--- src/rtl/async_fifo_pkg.sv ---
// Shared constants and helper functions for the async FIFO pointer-crossing logic.
package async_fifo_pkg;

    // Which side of the FIFO a receiver instance sits on.
    localparam int SIDE_RD = 0;
    localparam int SIDE_WR = 1;

    // FIFO depth addressed by a pointer of the given width (the MSB is the wrap bit).
    function automatic int ptr_depth(input int bits);
        return 1 << (bits - 1);
    endfunction

    // Number of set bits in a vector.
    // Narrower vectors are zero-extended by the caller.
    function automatic int popcount(input logic [31:0] value);
        int count;
        count = 0;
        for (int i = 0; i < 32; i++) begin
            count += int'(value[i]);
        end
        return count;
    endfunction

endpackage

--- src/rtl/async_fifo_gcodetobin.sv ---
// Combinational gray-to-binary decoder.
// This is the inverse of the binary-to-gray converter used by the pointer counters.
module async_fifo_gcodetobin #(
    parameter int SIGNAL_WIDTH = 4
) (
    input  logic [SIGNAL_WIDTH-1:0] greycode,
    output logic [SIGNAL_WIDTH-1:0] binary
);

    // Each binary bit is the XOR of all gray bits at or above its position.
    for (genvar gi = 0; gi < SIGNAL_WIDTH; gi++) begin : gen_bit
        assign binary[gi] = ^greycode[SIGNAL_WIDTH-1:gi];
    end

endmodule

--- src/rtl/async_fifo_gcode_receiver.sv ---
// Receiving end of the gray-code pointer crossing for one clock domain of the async FIFO.
// It synchronises the remote gray pointer and compares it with the next local pointer.
// From that comparison it produces a registered empty/full flag, a registered occupancy
// level and a sticky flag that is set when the remote pointer makes an illegal multi-bit step.
module async_fifo_gcode_receiver
    import async_fifo_pkg::*;
#(
    parameter int COUNTER_BITS = 4,
    parameter int SYNC_STAGES  = 2,   // legal range 2..4
    parameter int SIDE         = SIDE_RD
) (
    input  logic                    clk,
    input  logic                    reset,
    input  logic [COUNTER_BITS-1:0] remote_gcode_ptr,
    input  logic [COUNTER_BITS-1:0] local_gcode_ptr_next,
    output logic                    status_flag,
    output logic [COUNTER_BITS-1:0] level,
    output logic [COUNTER_BITS-1:0] remote_bin_sync,
    output logic                    gray_err
);

    localparam int DEPTH       = ptr_depth(COUNTER_BITS);
    // rsync and prev_rsync both carry live data only after this many edges out of reset.
    localparam int WARM_CYCLES = SYNC_STAGES + 1;
    localparam int WARM_BITS   = $clog2(WARM_CYCLES + 1);
    // Full means the local pointer is one lap ahead.
    // In gray code that inverts the top two bits of the remote pointer.
    localparam logic [COUNTER_BITS-1:0] FULL_MASK = COUNTER_BITS'(3) << (COUNTER_BITS - 2);
    // Empty on the read side and not-full on the write side.
    localparam logic FLAG_RESET = (SIDE == SIDE_RD);

    logic [COUNTER_BITS-1:0] sync_reg [SYNC_STAGES];
    logic [COUNTER_BITS-1:0] rsync;
    logic [COUNTER_BITS-1:0] prev_rsync_reg;
    logic [COUNTER_BITS-1:0] remote_bin;
    logic [COUNTER_BITS-1:0] local_bin_next;
    logic [COUNTER_BITS-1:0] level_reg;
    logic [COUNTER_BITS-1:0] level_next;
    logic [COUNTER_BITS-1:0] remote_bin_sync_reg;
    logic                    status_flag_reg;
    logic                    status_flag_next;
    logic                    gray_err_reg;
    logic                    gray_err_next;
    logic [WARM_BITS-1:0]    warm_reg;
    logic                    warm_done;
    logic                    multi_bit_step;

    // Synchroniser chain.
    // Stage 0 samples the asynchronous pointer directly, with no logic in front of it.
    always_ff @(posedge clk) begin
        if (reset) begin
            for (int i = 0; i < SYNC_STAGES; i++) begin
                sync_reg[i] <= '0;
            end
        end else begin
            sync_reg[0] <= remote_gcode_ptr;
            for (int i = 1; i < SYNC_STAGES; i++) begin
                sync_reg[i] <= sync_reg[i-1];
            end
        end
    end

    assign rsync = sync_reg[SYNC_STAGES-1];

    async_fifo_gcodetobin #(
        .SIGNAL_WIDTH(COUNTER_BITS)
    ) u_remote_dec (
        .greycode(rsync),
        .binary  (remote_bin)
    );

    async_fifo_gcodetobin #(
        .SIGNAL_WIDTH(COUNTER_BITS)
    ) u_local_dec (
        .greycode(local_gcode_ptr_next),
        .binary  (local_bin_next)
    );

    // Next flag and level, compared against the next local pointer.
    // This means the local side adds no extra cycle of lag.
    always_comb begin
        status_flag_next = 1'b0;
        level_next       = '0;
        if (SIDE == SIDE_WR) begin
            status_flag_next = (local_gcode_ptr_next == (rsync ^ FULL_MASK));
            level_next       = local_bin_next - remote_bin;
        end else begin
            status_flag_next = (local_gcode_ptr_next == rsync);
            level_next       = remote_bin - local_bin_next;
        end
    end

    // The multi-bit step check is masked until the synchroniser and prev_rsync hold live data.
    assign warm_done      = (warm_reg == WARM_BITS'(WARM_CYCLES));
    assign multi_bit_step = (popcount(32'(rsync ^ prev_rsync_reg)) > 1);
    assign gray_err_next  = gray_err_reg | (warm_done & multi_bit_step);

    // Output registers, the warm-up counter and the previous-rsync copy.
    always_ff @(posedge clk) begin
        if (reset) begin
            prev_rsync_reg      <= '0;
            status_flag_reg     <= FLAG_RESET;
            level_reg           <= '0;
            remote_bin_sync_reg <= '0;
            gray_err_reg        <= 1'b0;
            warm_reg            <= '0;
        end else begin
            prev_rsync_reg      <= rsync;
            status_flag_reg     <= status_flag_next;
            level_reg           <= level_next;
            remote_bin_sync_reg <= remote_bin;
            gray_err_reg        <= gray_err_next;
            if (!warm_done) begin
                warm_reg <= warm_reg + 1'b1;
            end
        end
    end

    assign status_flag     = status_flag_reg;
    assign level           = level_reg;
    assign remote_bin_sync = remote_bin_sync_reg;
    assign gray_err        = gray_err_reg;

`ifdef ASSERT_ON
    // Occupancy can never exceed the FIFO depth.
    a_level_range : assert property (@(posedge clk) disable iff (reset)
        int'(level_reg) <= DEPTH);

    if (SIDE == SIDE_RD) begin : gen_rd_chk
        // Empty flag and zero occupancy are derived from the same pointer pair.
        a_empty_level : assert property (@(posedge clk) disable iff (reset)
            status_flag_reg == (level_reg == '0));
    end else begin : gen_wr_chk
        // Full flag and full occupancy are derived from the same pointer pair.
        a_full_level : assert property (@(posedge clk) disable iff (reset)
            status_flag_reg == (level_reg == COUNTER_BITS'(DEPTH)));
    end
`endif

endmodule

--- config.mk ---
export PLATFORM = sky130hd
export DESIGN_NAME = async_fifo_gcode_receiver
export DESIGN_NICKNAME = d
export VERILOG_FILES = /design/src/rtl/async_fifo_pkg.sv /design/src/rtl/async_fifo_gcodetobin.sv /design/src/rtl/async_fifo_gcode_receiver.sv
export SDC_FILE = /design/constraint.sdc
export NUM_CORES = 1
export LEC_CHECK = 0
export ABC_AREA = 1
export CAP_MARGIN = 20
export CORE_UTILIZATION = 45
export DETAILED_ROUTE_END_ITERATION = 10
export GPL_TIMING_DRIVEN = 0
export PLACE_DENSITY = 0.73
export REMOVE_ABC_BUFFERS = 1
export SLEW_MARGIN = 5
export SYNTH_ARGS = -nofsm -noshare
export SYNTH_HDL_FRONTEND = slang
export SYNTH_HIERARCHICAL = 1
export SYNTH_SLANG_ARGS = --single-unit
--- constraint.sdc ---
create_clock -name clk -period 1.5 [get_ports clk]
set_input_delay 0.15 -clock clk [delete_from_list [all_inputs] [get_ports clk]]
set_output_delay 0.15 -clock clk [all_outputs]
set_load 0.05 [all_outputs]
==> metrics.txt, run 1 <==
status=finished, violations left; failing checks=negative setup slack; largest net degree at the start of global routing=23; die area=2630 um^2; post-route cell area=1390 um^2; slowest stage delay, CP=400 ps; first-iteration detailed-routing DRC count=4; grt peak-use layer=met2; CP max stage cell=dfxtp_4; M3 GR Usage=0.0357; number of I/O pins=20; max-cap violation count=0; first-pass GRT wire length=3340 um; synthesized cell area=1090 um^2; # port buffers=19; Lkg Pwr=0.000709 uW; CP required=1690 ps; Reg power frac=0.525; Clock transition at path regs=120 ps; Critical Path Source Type=flop; total core area=2250 um^2; Die Ht=51.3 um; crit path capture type=flop; RSZ-0062 raised after global routing=true; syn avg cell area=7.54 um^2; Final Hold Viols=0; area growth from synthesis to layout=26.9%; commonest non-fill, non-tap cell in the layout=nand2_1; Clock Sinks=24; share of layout cells above drive strength 1=0.167; Tcrit/Tclk final=1.08; upper clock frequency limit=620 MHz; drt wl/cell=9.69 um; GPL Wtd Cong=0.740; H-tree depth=1; total gr overflow=0; minimum clock period=1610 ps; number of global-route vias before repair=821; met1 Use GR=0.173; final wirelength=1900 um; clock tree buffer depth=2; Setup Viol. Count Final=4; DR DRC count=0; max-slew violations=0; sw frac=0.321; total global-route track usage=0.175; net switching power=437 uW; Tightest Hold Check Type=in2reg; Crit path arrival time=1800 ps; Crit Path Max Fanout=5; dpl hpwl=1340 um; flop-to-flop setup slack=-110 ps; clock root cell=clkbuf_4; pwr dens=983 nW/um^2; critical path type=reg2reg; row cnt=17; Layout Nets=186; Die X=51.3 um; initial core utilization=0.485; Tightest Pin Transition=749 ps; Antenna Nets Post-Route=0; Rel. slew slack=0.499; via count=869; hold_buf cts=0; synth unique cells=16; Util after Layout=0.615; most frequent cells in the layout=30 x nand2_1, 28 x inv_1, 21 x nor2_1; clock skew=13.4 ps; DR vias/cell=4.43; overall power=1360 uW; CTS tree=built; total negative slack=-303 ps; register area share after synthesis=0.439; Final WS setup=-113 ps; Cell Int Power=927 uW; pre-CTS setup slack=-498 ps; Synth warnings=6; Yosys reg bits=24; IR drop worst, VDD=713 uV; antenna violations before repair=0; First-pass DRT Iterations=4; met2 capacity usage during global routing=0.340; CTS Buf Count=3; max reg flops=8; Syn Inst Count=145; worst-skew pair later-pin latency=310 ps; Antenna Cells=0; DP Area=1290 um^2; Comb pwr share=0.279; Clk network pwr share=0.196; Cell Chain, Critical Path=inv_2, nand2_2, nand2_2, nand2_1, nand2_1, inv_1, ha_2, inv_2, fa_2, xnor2_2, nor2_1
-- critical path, delay by kind of cell, from the launching register on --
family	cells	cell delay (ps)
DFF	1	400
adders and majority gates	2	520
and+or+nand+nor	5	260
buffers and inverters	3	150
xor gates and xnor gates	1	150
-- path summary, 6_finish.rpt --
| check | start | to | cells past startpoint |
|---|---|---|---|
| setup / recovery | sync_reg[0][7] | level[2] | 11 |
| hold / removal | local_gcode_ptr_next[2] | status_flag | 4 |
| setup reg to reg | sync_reg[0][7] | level[2] | 11 |
| hold reg to reg | sync_reg[0][2] | sync_reg[0][6] | 2 |
-- routing by layer --
layer / up-vias / wire length, um
met5: - / 0
met4: 0 / 53
met3: 7 / 75
met2: 24 / 1020
met1: 378 / 754
li1: 460 / -
-- cells by family (layout without fill, tap and decap cells) --
group	after synthesis	count (layout)	synth area share
adder cells (fa/ha/maj)	6	6	0.0824
flip-flops	24	24	0.439
XOR/XNOR	12	12	0.0961
buffers and inverters	37	60	0.136
AO/OA/AOI/OAI	6	6	0.0309
AND/OR/NAND/NOR	60	60	0.215
-- what timing repair did --
action                                  in CTS  in global routing
resized for setup                           29                  4
setup buffers                                4                  1
endpoints found under the setup margin      14                  4
cloned                                       0                  0
pin swaps                                    3                  2
-- per-stage QoR --
step	hold WS, ps	instances
after floorplan	212	141
after global placement	389	188
after detailed placement	399	188
after CTS	333	195
after global routing	357	196
final	296	196
-- synthesized netlist by cell type, drive strengths merged --
cell / instances / share of area
xnor2: 9 / 0.072
nand2: 35 / 0.12
buf: 4 / 0.023
fa: 2 / 0.037
inv: 33 / 0.11
nor2: 21 / 0.072
a21oi: 4 / 0.022
ha: 4 / 0.046
nand3: 4 / 0.018
o21ai: 2 / 0.0092
xor2: 3 / 0.024
dfxtp: 24 / 0.44
-- power groups by stage --
stage	logic, uW	registers (uW)	clock network [uW]
global route	421	722	314
global placement	353	733	0
floorplan	156	825	0
finish	380	716	268
CTS	368	714	287
detailed placement	367	736	0
-- area by class of cell --
type / count / area (um^2)
well taps: 28 / 35.0
fillers: 216 / 867
multi-input cells: 84 / 495
flip-flops and latches: 24 / 495
clock buffers: 3 / 22.5
inverters: 33 / 124
repair buffers: 24 / 215
(Power assumes the default switching activity.)
==> run 2, diff against run 1 <==
Settings changed: CORE_UTILIZATION 45 to 44, PLACE_DENSITY 0.73 to 0.72, SYNTH_HIERARCHICAL 1 to default.
==> metrics.txt, run 2 <==
synth unique cells=22 (+6); hold_buf cts=0 (unchanged); upper clock frequency limit=608 MHz (-1.9%); total gr overflow=0 (unchanged); max-slew violations=0 (unchanged); count leader, synth=dfxtp_1; Critical Path Source Type=flop; synthesized cell area=1010 um^2 (-7.4%); DP Area=1210 um^2 (-6.8%); Clock transition at path regs=130 ps (about the same); DR DRC count=0 (unchanged); Filler cells=184 (-15%); Tightest Hold Check Type=in2reg; max-cap violation count=0 (unchanged); clock tree buffer depth=2 (unchanged); Die Ht=50.0 um (-2.6%); status=finished, violations left; async set or reset register ratio after synthesis=0 (unchanged); Lkg Pwr=0.000668 uW (-5.7%); Multi-input gate area=518 um^2 (+4.5%); pwr dens=1020 nW/um^2 (+4.2%); number of global-route vias before repair=735 (-10%); CTS Buf Count=3 (unchanged); Clock Sinks=23 (-4.2%); drt wl/cell=11.3 um (+16%); critical path type=reg2reg; Synth Flop Type=dfxtp_1; clock root cell=clkbuf_4; syn avg cell area=8.58 um^2 (+14%); total global-route track usage=0.171 (-0.00326); most frequent cells in the layout=21 x inv_1, 20 x nor2_1, 19 x dfxtp_1; first-pass GRT wire length=3070 um (-8.1%); post-route cell area=1420 um^2 (+2.0%); area growth from synthesis to layout=39.8%; GPL Wtd Cong=0.758 (+2.4%); clock skew=4.93 ps (-8.51 ps); first-iteration detailed-routing DRC count=4 (unchanged); number of I/O pins=20 (unchanged); commonest non-fill, non-tap cell in the layout=inv_1; Tcrit/Tclk final=1.10 (+0.0207); row cnt=17 (unchanged); CTS tree=built; final wirelength=1980 um (+4.5%); largest net degree at the start of global routing=21 (-8.7%); top-area cell type share of the netlist area=0.455 (+0.0155); share of layout cells above drive strength 1=0.236 (+0.0698); antenna violations before repair=0 (unchanged); flop-to-flop setup slack=-140 ps (-30 ps); minimum clock period=1640 ps (+31.0 ps); Antenna Cells=0 (unchanged); IR drop worst, VDD=643 uV (-9.9%); Die X=50.0 um (-2.6%); max reg flops=8 (unchanged); flip-flop and latch area=475 um^2 (-4.0%); Crit path arrival time=1830 ps (+30 ps); Crit Path Max Fanout=3 (-2); overall power=1450 uW (+6.2%); dpl hpwl=1190 um (-11%); failing checks=negative setup slack; Yosys reg bits=23 (-4.2%); crit path capture type=flop; Layout Nets=165 (-11%); area leader, netlist=dfxtp_1; # port buffers=19 (unchanged); Synth area leaders=dfxtp_1 45%, inv_1 7.8%, nor2_1 7.4%, xnor2_1 6.9%, ha_1 4.9%; RSZ-0062 raised after global routing=true; DR vias/cell=4.45 (+0.34%); Rel. slew slack=0.527 (+0.0277); total core area=2190 um^2 (-2.8%); First-pass DRT Iterations=4 (unchanged); CP required=1680 ps (about the same); Syn Inst Count=118 (-19%); Post-synth EDFFs=0 (unchanged); via count=783 (-9.9%); initial core utilization=0.462 (-0.0230); Antenna Nets Post-Route=0 (unchanged); worst-skew pair later-pin latency=310 ps (about the same); Synth warnings=0 (-6); register area share after synthesis=0.455 (+0.0155); Tightest Pin Transition=707 ps (-41.4 ps); Setup Viol. Count Final=5 (+1); Final Hold Viols=0 (unchanged); die area=2500 um^2 (-5.1%); Final WS setup=-144 ps (-31.0 ps); H-tree depth=1 (unchanged); Synth top cells by count=23 x dfxtp_1, 21 x inv_1, 20 x nor2_1
## run 2: final cells by class
| class | instances | share of cell area |
|---|---|---|
| timing repair buffer | 30 | 0.195 |
| sequential | 23 | 0.336 |
| inverter | 22 | 0.0584 |
| tap | 28 | 0.0248 |
| clock inverter | 1 | 0.00354 |
| clock buffer | 3 | 0.0159 |
| multi-input combinational | 69 | 0.366 |
## run 2: logic make-up (layout without fill, tap and decap cells)
group / Yosys count / count (layout) / share of synthesized area
adders and majority gates: 6 / 6 / 0.0890
DFF: 23 / 23 / 0.455
AOI/OAI and AO/OA: 7 / 7 / 0.0346
and+or+nand+nor: 43 / 43 / 0.182
xor gates and xnor gates: 13 / 13 / 0.127
buffers and inverters: 26 / 56 / 0.112
## run 2: per-stage QoR
step / setup slack [ps] / setup TNS, ps / hold WS [ps] / instances / utilization
floorplan: -109 / -270 / 217 / 114 / -
global placement: -481 / -1380 / 389 / 161 / 0.551
detailed placement: -594 / -1840 / 396 / 161 / 0.551
CTS: -130 / -272 / 322 / 176 / 0.626
global route: -199 / -764 / 338 / 176 / 0.646
finish: -144 / -385 / 331 / 176 / 0.646
## run 2: critical path: stages, from the launching register on
cell and delay, ps:
dfxtp_4 380, xnor2_2 180, nand2b_4 170, nand2_4 60, ha_4 160, fa_2 520
nor2_1 50
## run 2: path summary, 6_finish.rpt
kind,cells past startpoint,start,end
setup / recovery,6,sync_reg[0][4],level[1]
hold reg to reg,2,sync_reg[0][0],sync_reg[0][4]
setup reg to reg,6,sync_reg[0][4],level[1]
hold / removal,3,remote_gcode_ptr[2],sync_reg[0][2]
## run 2: where the power goes
part	switching, uW	internal (uW)
sequential	25.7	661
clock	186	99.7
combinational	272	204
## run 2: metal layers
layer	vias up	GRT usage	part of all wire	routed length, um
met3	4	0.0401	0.040	79
met4	0	0.124	0.017	34
li1	407	-	-	-
met1	352	0.178	0.40	784
met5	-	0	0	0
met2	20	0.297	0.55	1090
## run 2: repair_timing
action / 4_1_cts / 5_1_grt
pin swaps: 3 / 4
setup endpoints to repair: 14 / 5
gates cloned: 0 / 0
resized for setup: 30 / 7
setup buffers: 11 / 0
==> run 3, diff against run 2 <==
Settings changed: SLEW_MARGIN 5 to 20.
==> results of run 3 <==
No change in the layout: final DEF, timing and power equal those of run 2.
